<file path="src/rtl/lsu_dmem_master.sv">
// lsu_dmem_master: initiator side of the word-wide data-memory port.
// Accepts one load/store at a time from the MEM stage, performs the memory
// access in a single cycle (read-modify-write for byte/half stores) and
// presents the result until the consumer takes it.
// Optional feature: define MISALIGN_TRAP_EN to flag misaligned half/word
// accesses instead of silently using the aligned word.
//
// Handshake: a transfer happens on a rising edge where valid && ready are
// both 1; valid, once raised, holds its payload stable until that edge.
module lsu_dmem_master #(
    parameter int ADDR_W = 32
) (
    input  logic              clk,
    input  logic              rst,
    input  logic              req_valid,
    output logic              req_ready,
    input  logic              req_we,
    input  logic [1:0]        req_size,
    input  logic              req_unsigned,
    input  logic [ADDR_W-1:0] req_addr,
    input  logic [31:0]       req_wdata,
    output logic              rsp_valid,
    input  logic              rsp_ready,
    output logic [31:0]       rsp_rdata,
    output logic              rsp_misalign,
    output logic [ADDR_W-1:0] mem_raddr,
    input  logic [31:0]       mem_rdata,
    output logic              mem_we,
    output logic [ADDR_W-1:0] mem_waddr,
    output logic [31:0]       mem_wdata
);

    typedef enum logic [1:0] {
        S_IDLE   = 2'd0,
        S_ACCESS = 2'd1,
        S_RESP   = 2'd2
    } state_t;

    state_t            state;
    state_t            state_nxt;

    logic              op_we;
    logic [1:0]        op_size;
    logic              op_unsigned;
    logic [ADDR_W-1:0] op_addr;
    logic [31:0]       op_wdata;

    logic              misalign;
    logic [7:0]        byte_lane;
    logic [15:0]       half_lane;
    logic [31:0]       load_val;
    logic [31:0]       merge_val;

    // State register; reset drops any in-flight operation immediately
    always_ff @(posedge clk or posedge rst) begin
        if (rst) state <= S_IDLE;
        else     state <= state_nxt;
    end

    // Next-state: accept in IDLE, one access cycle, hold response until taken
    always_comb begin
        state_nxt = state;
        case (state)
            S_IDLE:   if (req_valid) state_nxt = S_ACCESS;
            S_ACCESS: state_nxt = S_RESP;
            S_RESP:   if (rsp_ready) state_nxt = S_IDLE;
            default:  state_nxt = S_IDLE;
        endcase
    end

    // Outputs decoded from state; the write strobe exists only in ACCESS
    always_comb begin
        req_ready = (state == S_IDLE);
        rsp_valid = (state == S_RESP);
        mem_we    = (state == S_ACCESS) && op_we && !misalign;
    end

    // Latch the request payload on acceptance
    always_ff @(posedge clk or posedge rst) begin
        if (rst) begin
            op_we       <= 1'b0;
            op_size     <= 2'b00;
            op_unsigned <= 1'b0;
            op_addr     <= '0;
            op_wdata    <= 32'd0;
        end else if (state == S_IDLE && req_valid) begin
            op_we       <= req_we;
            op_size     <= req_size;
            op_unsigned <= req_unsigned;
            op_addr     <= req_addr;
            op_wdata    <= req_wdata;
        end
    end

    // Misaligned-access detection (half needs addr[0]=0, word needs addr[1:0]=0)
    always_comb begin
`ifdef MISALIGN_TRAP_EN
        misalign = ((op_size == 2'b01) && op_addr[0]) ||
                   (op_size[1] && (op_addr[1:0] != 2'b00));
`else
        misalign = 1'b0;
`endif
    end

    // Lane extraction for loads and lane merge for stores (little-endian)
    always_comb begin
        byte_lane = mem_rdata[{op_addr[1:0], 3'b000} +: 8];
        half_lane = mem_rdata[{op_addr[1], 4'b0000} +: 16];
        case (op_size)
            2'b00:   load_val = {{24{byte_lane[7] & ~op_unsigned}}, byte_lane};
            2'b01:   load_val = {{16{half_lane[15] & ~op_unsigned}}, half_lane};
            default: load_val = mem_rdata;
        endcase
        merge_val = mem_rdata;
        case (op_size)
            2'b00:   merge_val[{op_addr[1:0], 3'b000} +: 8] = op_wdata[7:0];
            2'b01:   merge_val[{op_addr[1], 4'b0000} +: 16] = op_wdata[15:0];
            default: merge_val = op_wdata;
        endcase
    end

    // Capture the response at the end of the access cycle; held through RESP
    always_ff @(posedge clk or posedge rst) begin
        if (rst) begin
            rsp_rdata    <= 32'd0;
            rsp_misalign <= 1'b0;
        end else if (state == S_ACCESS) begin
            rsp_rdata    <= (op_we || misalign) ? 32'd0 : load_val;
            rsp_misalign <= misalign;
        end
    end

    assign mem_raddr = {op_addr[ADDR_W-1:2], 2'b00};
    assign mem_waddr = {op_addr[ADDR_W-1:2], 2'b00};
    assign mem_wdata = merge_val;

endmodule

</file>
<file path="config.mk">
export PLATFORM = sky130hd
export DESIGN_NAME = lsu_dmem_master
export DESIGN_NICKNAME = d
export VERILOG_FILES = /design/src/rtl/lsu_dmem_master.sv
export SDC_FILE = /design/constraint.sdc
export NUM_CORES = 1
export LEC_CHECK = 0
export ABC_CLOCK_PERIOD_IN_PS = 7900
export CAP_MARGIN = 20
export CORE_MARGIN = 10
export CORE_UTILIZATION = 45
export CTS_BUF_LIST = sky130_fd_sc_hd__clkbuf_16
export DETAILED_ROUTE_END_ITERATION = 10
export PLACE_DENSITY_LB_ADDON = 0.1
export SLEW_MARGIN = 40
export SYNTH_ARGS = -nofsm -noshare
export SYNTH_HDL_FRONTEND = slang
export SYNTH_SLANG_ARGS = --single-unit
</file>
<file path="constraint.sdc">
create_clock -name clk -period 7.9 [get_ports clk]
set_input_delay 1.58 -clock clk [delete_from_list [all_inputs] [get_ports clk]]
set_output_delay 1.58 -clock clk [all_outputs]
set_load 0.05 [all_outputs]
</file>
* Word level (Yosys, flattened, before mapping)
Index checks and enable logic that the tools add are counted. W data, S select, Z words.
Operators by class: order comparisons 0, multiplexer cells 8, multiply operators 0, $add $sub $neg 2, shifts and indexed selects 6, bitwise gates (word level) 3, eq/ne operators 5, div/mod/pow operators 0, reduce and logical (&&, ||, !) cells 5
Operators by type and width (count):
- $pmux W32 S2 | 2
- $bwmux W32 | 2
- $mux W32 | 1
- $shift A16 B7 Y32 const A | 1
- $shift A8 B7 Y32 const A | 1
- $shiftx A16 B7 Y32 | 1
- $shiftx A32 B6 Y16 | 1
- $shiftx A32 B6 Y8 | 1
- $shiftx A8 B7 Y32 | 1
- $neg A5 Y7 | 2
- $pmux W2 S3 | 1
- $eq A2 B1 Y1 const B | 2
- $logic_not A2 Y1 | 2
- $mux W2 | 2
- $and A1 B1 Y1 | 2
- $eq A2 B2 Y1 const B | 1
- $logic_and A1 B1 Y1 | 2
- $ne A2 B1 Y1 const B | 1
- $ne A2 B2 Y1 const B | 1
- $reduce_and A2 Y1 | 1
- $not A1 Y1 | 1
Word-level totals: ROM bits 0, bits in registers 102, memories 0, output and inout bits 132, bits in latches 0, memory bits (writable) 0, word-level logic and storage cells 36

* Longest topological paths before layout
Gate-level depths: netlist of the first run.
depth in word-level cells 4, gate-level depth with buffers 7, gate-level depth less buffers 6

* Worst setup path before layout of the first run
OpenSTA, ideal clock, no wires.
path kind in2out, from in mem_rdata[16], to out mem_wdata[16], buffers on the path 0, stages on the path 2, arrival 2423 ps, path slack 3897 ps, cells stage by stage a221oi_1 -> a21oi_1
On the way: cells in the longest elaborated chain, start to end 2
Ends and longest elaborated chain:
- from (decl) | RTL line 27 | input logic [31:0] mem_rdata,
- $bwmux W32, on equally long branches | RTL line 117, 116
- $pmux W32 S2 * | RTL line 115 | case (op_size)
- to (decl) | RTL line 30 | output logic [31:0] mem_wdata
Every way passes the cells marked *; elsewhere a longest branch is shown, timed or not.

* Final worst setup path of the first run
from reg op_addr[1], to out mem_wdata[19]
On the way: cells in the longest elaborated chain, start to end 4
Ends and longest elaborated chain:
- from (decl) | RTL line 45 | logic [ADDR_W-1:0] op_addr;
- from (signal assigned) | RTL line 90 | op_addr <= req_addr;
- $neg A5 Y7, on equally long branches | RTL line 117, 116
- $shiftx A16 B7 Y32 (tied with other cells) | RTL line 117 | 2'b01: merge_val[{op_addr[1], 4'b0000} +: 16] = op_wdata[15:0];
- $bwmux W32, on equally long branches | RTL line 117, 116
- $pmux W32 S2 * | RTL line 115
Marked as above.

==> impl_metrics.toml, run 1 <==
[clocking]
cts_resized = 0
tritoncts = "done"
clkLatencyLatePin_ps = 350
cts.sinks = 102
cts_made_buffers = 9
clock_path_buffers = 2
post_cts_hold_buffer_count = 0
cts_setup_buffers = 0
root_buffer = "clkbuf_16"
max_h_tree_level = 3
cts.clk_slew.worst_paths_ps = 70

[layout]
seq_area_mm2 = 0.00255
multi_input_area_mm2 = 0.00239
area_growth_pct = 40.3
final_nets = 796
drive_gt1_share_pct = 13.6
antennaDiodeCount = 0
fill_cells = 1001

[yosys]
netlist.area_leader.share_pct = 45.4
synth.cells.most_frequent = "102 x dfrtp_1, 66 x buf_4, 64 x nand2_1"
seq_area_frac_synth_pct = 45.4
post_synth_edffs = 0
synthFlopType = "dfrtp_1"
yosys_register_bits = 102
syn_inst = 536
synthArstFlopShare_pct = 100
yosysWarnings = 0
ys_types = 51
synth_area_mm2 = 0.00563
synth_top_cells_by_area = "dfrtp_1 45%, mux2_2 12%, buf_4 8.8%, a221o_1 4.3%, nand2_1 4.3%"
postSynthAreaPerCell_um2 = 10.5
post-synth-top-area-cell = "dfrtp_1"
synthMostInstantiatedCell = "dfrtp_1"

[setup_path]
worstSetupPathType = "reg2out"
crit_path_max_fanout = 25
worst_setup_path_end_kind = "primary output"
arr_time_crit_path_ps = 3640
worstPathCellList = "inv_1 -> ha_1 -> nand4bb_1 -> o21ai_1 -> a221oi_1 -> a21oi_1 -> clkdlybuf4s50_1"
worst_path_largest_cell_delay_ps = 840
startpoint_type = "flip-flop"
cp_slowest_cell = "clkdlybuf4s50_1"
crit_required_ps = 6320

[floorplanning]
die_y_um = 132
design.die.area_mm2 = 0.0174
fp.coreArea_mm2 = 0.0121
dieWidth_um = 132
std_cell_rows = 40
floorplan.initialDensity_pct = 46.5
floorplan.io_pins = 236

[status]
status = "completed"

[placed_design]
gp_congestion = 0.850
portBuffers = 230
detailed_place_hpwl_mm = 14.9
dpl_worst_slack_ps = 2990

[global_route]
via_count_of_the_first_global_routing_pass = 4987
grt_start_max_net_pins = 82
grt_antenna_before_repair = 0
grt_use_total_pct = 21.6
grt_pass1_wl_mm = 29.7
overflow = 0

[route]
drt-initial-drc-count = 275
vias = 4810
route.final.wire_length_mm = 19.5
avgViaCountPerCell = 5.59
route.antenna.remaining_nets = 0
drc = 0
drt-pass1-iter-count = 5
detail_route.wl_per_cell_um = 22.7

[sta]
finalSetupViolCount = 0
final.period_utilization_pct = 66.1
final_period_minus_worst_setup_slack_ps = 5220
grt_setup_unrepaired = "no"
final_worst_clock_skew_ps = 7.84
hold-worst-slack_ps = 481
setup_slack_ps = 2680
slew-limit-headroom_pct = 50.9
actual_transition_at_the_worst_max_transition_pin_ps = 734
timing.setup.tns_ps = 0
max_freq_ghz = 0.191
final-max-slew-violation-count = 0
hold_viol = 0

[flow_run]
max-cap-violations = 0

[min_path]
worst_hold_path_type = "reg2reg"
-- registers in the layout, summed over array words and instances, names as in the netlist --
| signal | cells |
|---|---|
| op_unsigned | 1 |
| rsp_rdata | 32 |
| op_addr | 32 |
| op_wdata | 32 |
| op_size | 2 |
| state | 2 |
| op_we | 1 |
-- placed cells by master (no fill, tap or decap), drive strengths merged, types with 2 or more instances in the layout --
master	instances
a211oi	4
a21oi	15
a221o	24
a221oi	8
a222oi	2
a22o	8
a22oi	12
and2	2
buf	6
clkbuf	9
clkdlybuf4s50	230
clkinv	4
conb	5
dfrtp	102
ha	5
inv	18
mux2	60
mux2i	11
nand2	64
nand2b	4
nand3	6
nor2	12
nor3	3
nor3b	4
o2111ai	4
o21ai	44
o221ai	7
o31ai	2
or3	4
-- kinds of logic after synthesis --
| logic type | Yosys count | synth area share [%] |
|---|---|---|
| other | 1 | 0.0666 |
| AND/OR/NAND/NOR | 107 | 8.89 |
| buffers and inverters | 117 | 12.8 |
| flip-flops | 102 | 45.4 |
| multiplexers | 71 | 14.0 |
| AO/OA/AOI/OAI | 133 | 17.8 |
| adder cells (fa/ha/maj) | 5 | 1.11 |
-- routing by layer --
layer  up-vias  part of all wire [%]  wire, um  track usage (%)
li1       2173                     -         -                -
met1      2381                    41      8000             27.0
met2       231                    48      9420             34.9
met3        25                   8.7      1690             6.36
met4         0                   2.0       380             7.42
met5         -                     0         0                0
-- layout make-up --
| class | instances | share of cell area [%] |
|---|---|---|
| clock inverters | 7 | 0.856 |
| inverters | 17 | 0.840 |
| flip-flops and latches | 102 | 32.3 |
| well taps | 168 | 2.66 |
| clock buffers | 9 | 2.85 |
| multi-input cells | 321 | 30.3 |
| repair buffers | 236 | 30.2 |
-- critical path, delay by kind of cell, from the launching register on --
| family | cells | cell delay, ps |
|---|---|---|
| buf+inv | 2 | 1100 |
| fa+ha+maj | 1 | 450 |
| simple gates | 1 | 130 |
| compound gates | 3 | 890 |
| flops | 1 | 710 |
-- final timing paths --
path / slack, ps / endpoint / depth (start not counted) / startpoint
worst max-delay path: 2680 / mem_wdata[19] / 7 / op_addr[1]
worst min-delay path: 480 / rsp_rdata[9] / 2 / rsp_rdata[9]
worst min register to register: 480 / rsp_rdata[9] / 2 / rsp_rdata[9]
max in group asynchronous: 5430 / op_addr[1] / 4 / rst
min in group asynchronous: 1540 / op_addr[15] / 2 / rst
worst max register to register: 5700 / rsp_rdata[7] / 5 / op_size[1]
-- metrics by stage --
stage / instance area [um^2] / cells / utilization [%]
3_3_place_gp: 7530 / 842 / 62.2
5_1_grt: 7900 / 860 / 65.2
2_1_floorplan: 5640 / 540 / -
6_report: 7900 / 860 / 65.2
3_5_place_dp: 7580 / 843 / 62.6
4_1_cts: 7870 / 859 / 65.0
Power of run 1 is left out: the tool's default activity adds up to more than one toggle a clock period on the data nets, which glitch-free logic cannot reach.
==> inputs of run 2 (changes only) <==
- ABC_CLOCK_PERIOD_IN_PS: 7900 -> 4500
- CORE_UTILIZATION: 45 -> 39
- clock period: 7.9 -> 4.5 ns (I/O delays scaled with it)
==> impl_metrics.toml, run 2 (synthesis gave the netlist of run 1 again) <==
[global_route]
grt_antenna_before_repair = 0
grt_use_total_pct = 19.5
overflow = 0
grt_start_max_net_pins = 68
via_count_of_the_first_global_routing_pass = 4982
grt_pass1_wl_mm = 30.4

[setup_path]
critical_path.n_buffers_inverters = 2
arr_time_crit_path_ps = 3340
worst_path_largest_cell_delay_ps = 810
worst_setup_path_end_kind = "primary output"
crit_path_max_fanout = 18
cp_slowest_cell = "clkdlybuf4s50_1"
crit_required_ps = 3600
cp_top_family = "buffers and inverters"
worstPathCellList = "clkinv_1 -> a211oi_2 -> a22oi_1 -> nand2_1 -> clkdlybuf4s50_1"
worstSetupPathType = "reg2out"
startpoint_type = "flip-flop"

[sta]
finalSetupViolCount = 0
grt_setup_unrepaired = "no"
setup_slack_ps = 263
final.period_utilization_pct = 94.1
final_period_minus_worst_setup_slack_ps = 4240
max_freq_ghz = 0.236
final_worst_clock_skew_ps = 4.69
slew-limit-headroom_pct = 55.6
final-max-slew-violation-count = 0
actual_transition_at_the_worst_max_transition_pin_ps = 663
timing.setup.tns_ps = 0
hold_viol = 0

[clocking]
cts_setup_buffers = 0
cts.clk_slew.worst_paths_ps = 70
tritoncts = "done"
post_cts_hold_buffer_count = 0
cts.sinks = 102
clock_path_buffers = 2
max_h_tree_level = 3
cts_made_buffers = 9
cts_resized = 0
clkLatencyLatePin_ps = 350
root_buffer = "clkbuf_16"

[layout]
antennaDiodeCount = 0
utilization_pct = 56.2
drive_gt1_share_pct = 15.9
area_growth_pct = 39.8
fill_cells = 1239
mostFrequentLayoutCells = "214 x clkdlybuf4s50_1, 102 x dfrtp_1, 64 x nand2_1"
finalInstanceArea_mm2 = 0.00787
mostFrequentLayoutCell = "clkdlybuf4s50_1"
reg_top3 = "op_addr: 32 flops, op_wdata: 32 flops, rsp_rdata: 32 flops"
final_nets = 799

[status]
status = "completed"

[floorplanning]
die_y_um = 140
dieWidth_um = 140
std_cell_rows = 43
design.die.area_mm2 = 0.0196
floorplan.initialDensity_pct = 40.2
floorplan.io_pins = 236
fp.coreArea_mm2 = 0.0140

[route]
detail_route.wl_per_cell_um = 22.6
drc = 0
route.final.wire_length_mm = 19.7
drt-initial-drc-count = 343
drt-pass1-iter-count = 5
avgViaCountPerCell = 5.46
vias = 4768
route.antenna.remaining_nets = 0

[min_path]
worst_hold_path_type = "reg2reg"

[placed_design]
portBuffers = 230
gp_congestion = 0.886
post_dp_cell_area_mm2 = 0.00758
detailed_place_hpwl_mm = 15.2
dpl_worst_slack_ps = 693

[flow_run]
max-cap-violations = 0
==> run 2: path summary, 6_finish.rpt <==
path,end,from,depth (start not counted),slack [ps]
worst max register to register,rsp_rdata[27],op_size[1],5,2130
max in group asynchronous,op_wdata[20],rst,3,2750
worst min register to register,rsp_rdata[9],rsp_rdata[9],2,480
worst max-delay path,mem_wdata[8],op_size[0],5,260
worst min-delay path,rsp_rdata[9],rsp_rdata[9],2,480
min in group asynchronous,op_addr[11],rst,2,1000
==> run 2: final cells by class <==
class	count	area [um^2]	area share, %
flip-flops and latches	102	2550	32.4
clock inverters	6	57.6	0.732
clock buffers	9	225	2.86
inverters	17	68.8	0.875
repair buffers	239	2350	29.9
well taps	180	225	2.86
multi-input cells	321	2380	30.3
==> run 2: through the flow <==
stage,hold slack (ps),instances
floorplan,481,540
global placement,455,857
detailed placement,464,859
CTS,480,874
global route,511,874
finish,480,874
==> run 2: tightest hold or removal path: cells and delay by family, from the launching register on <==
family / cells / cell delay [ps]
AND/OR/NAND/NOR: 2 / 100
flip-flops: 1 / 350
==> run 2: routing by layer <==
layer,global-route usage (%),wire [um]
met4,5.76,351
met2,30.8,9400
met5,0,0
met3,5.51,1660
met1,25.3,8320
Power of run 2 is left out for the same reason.
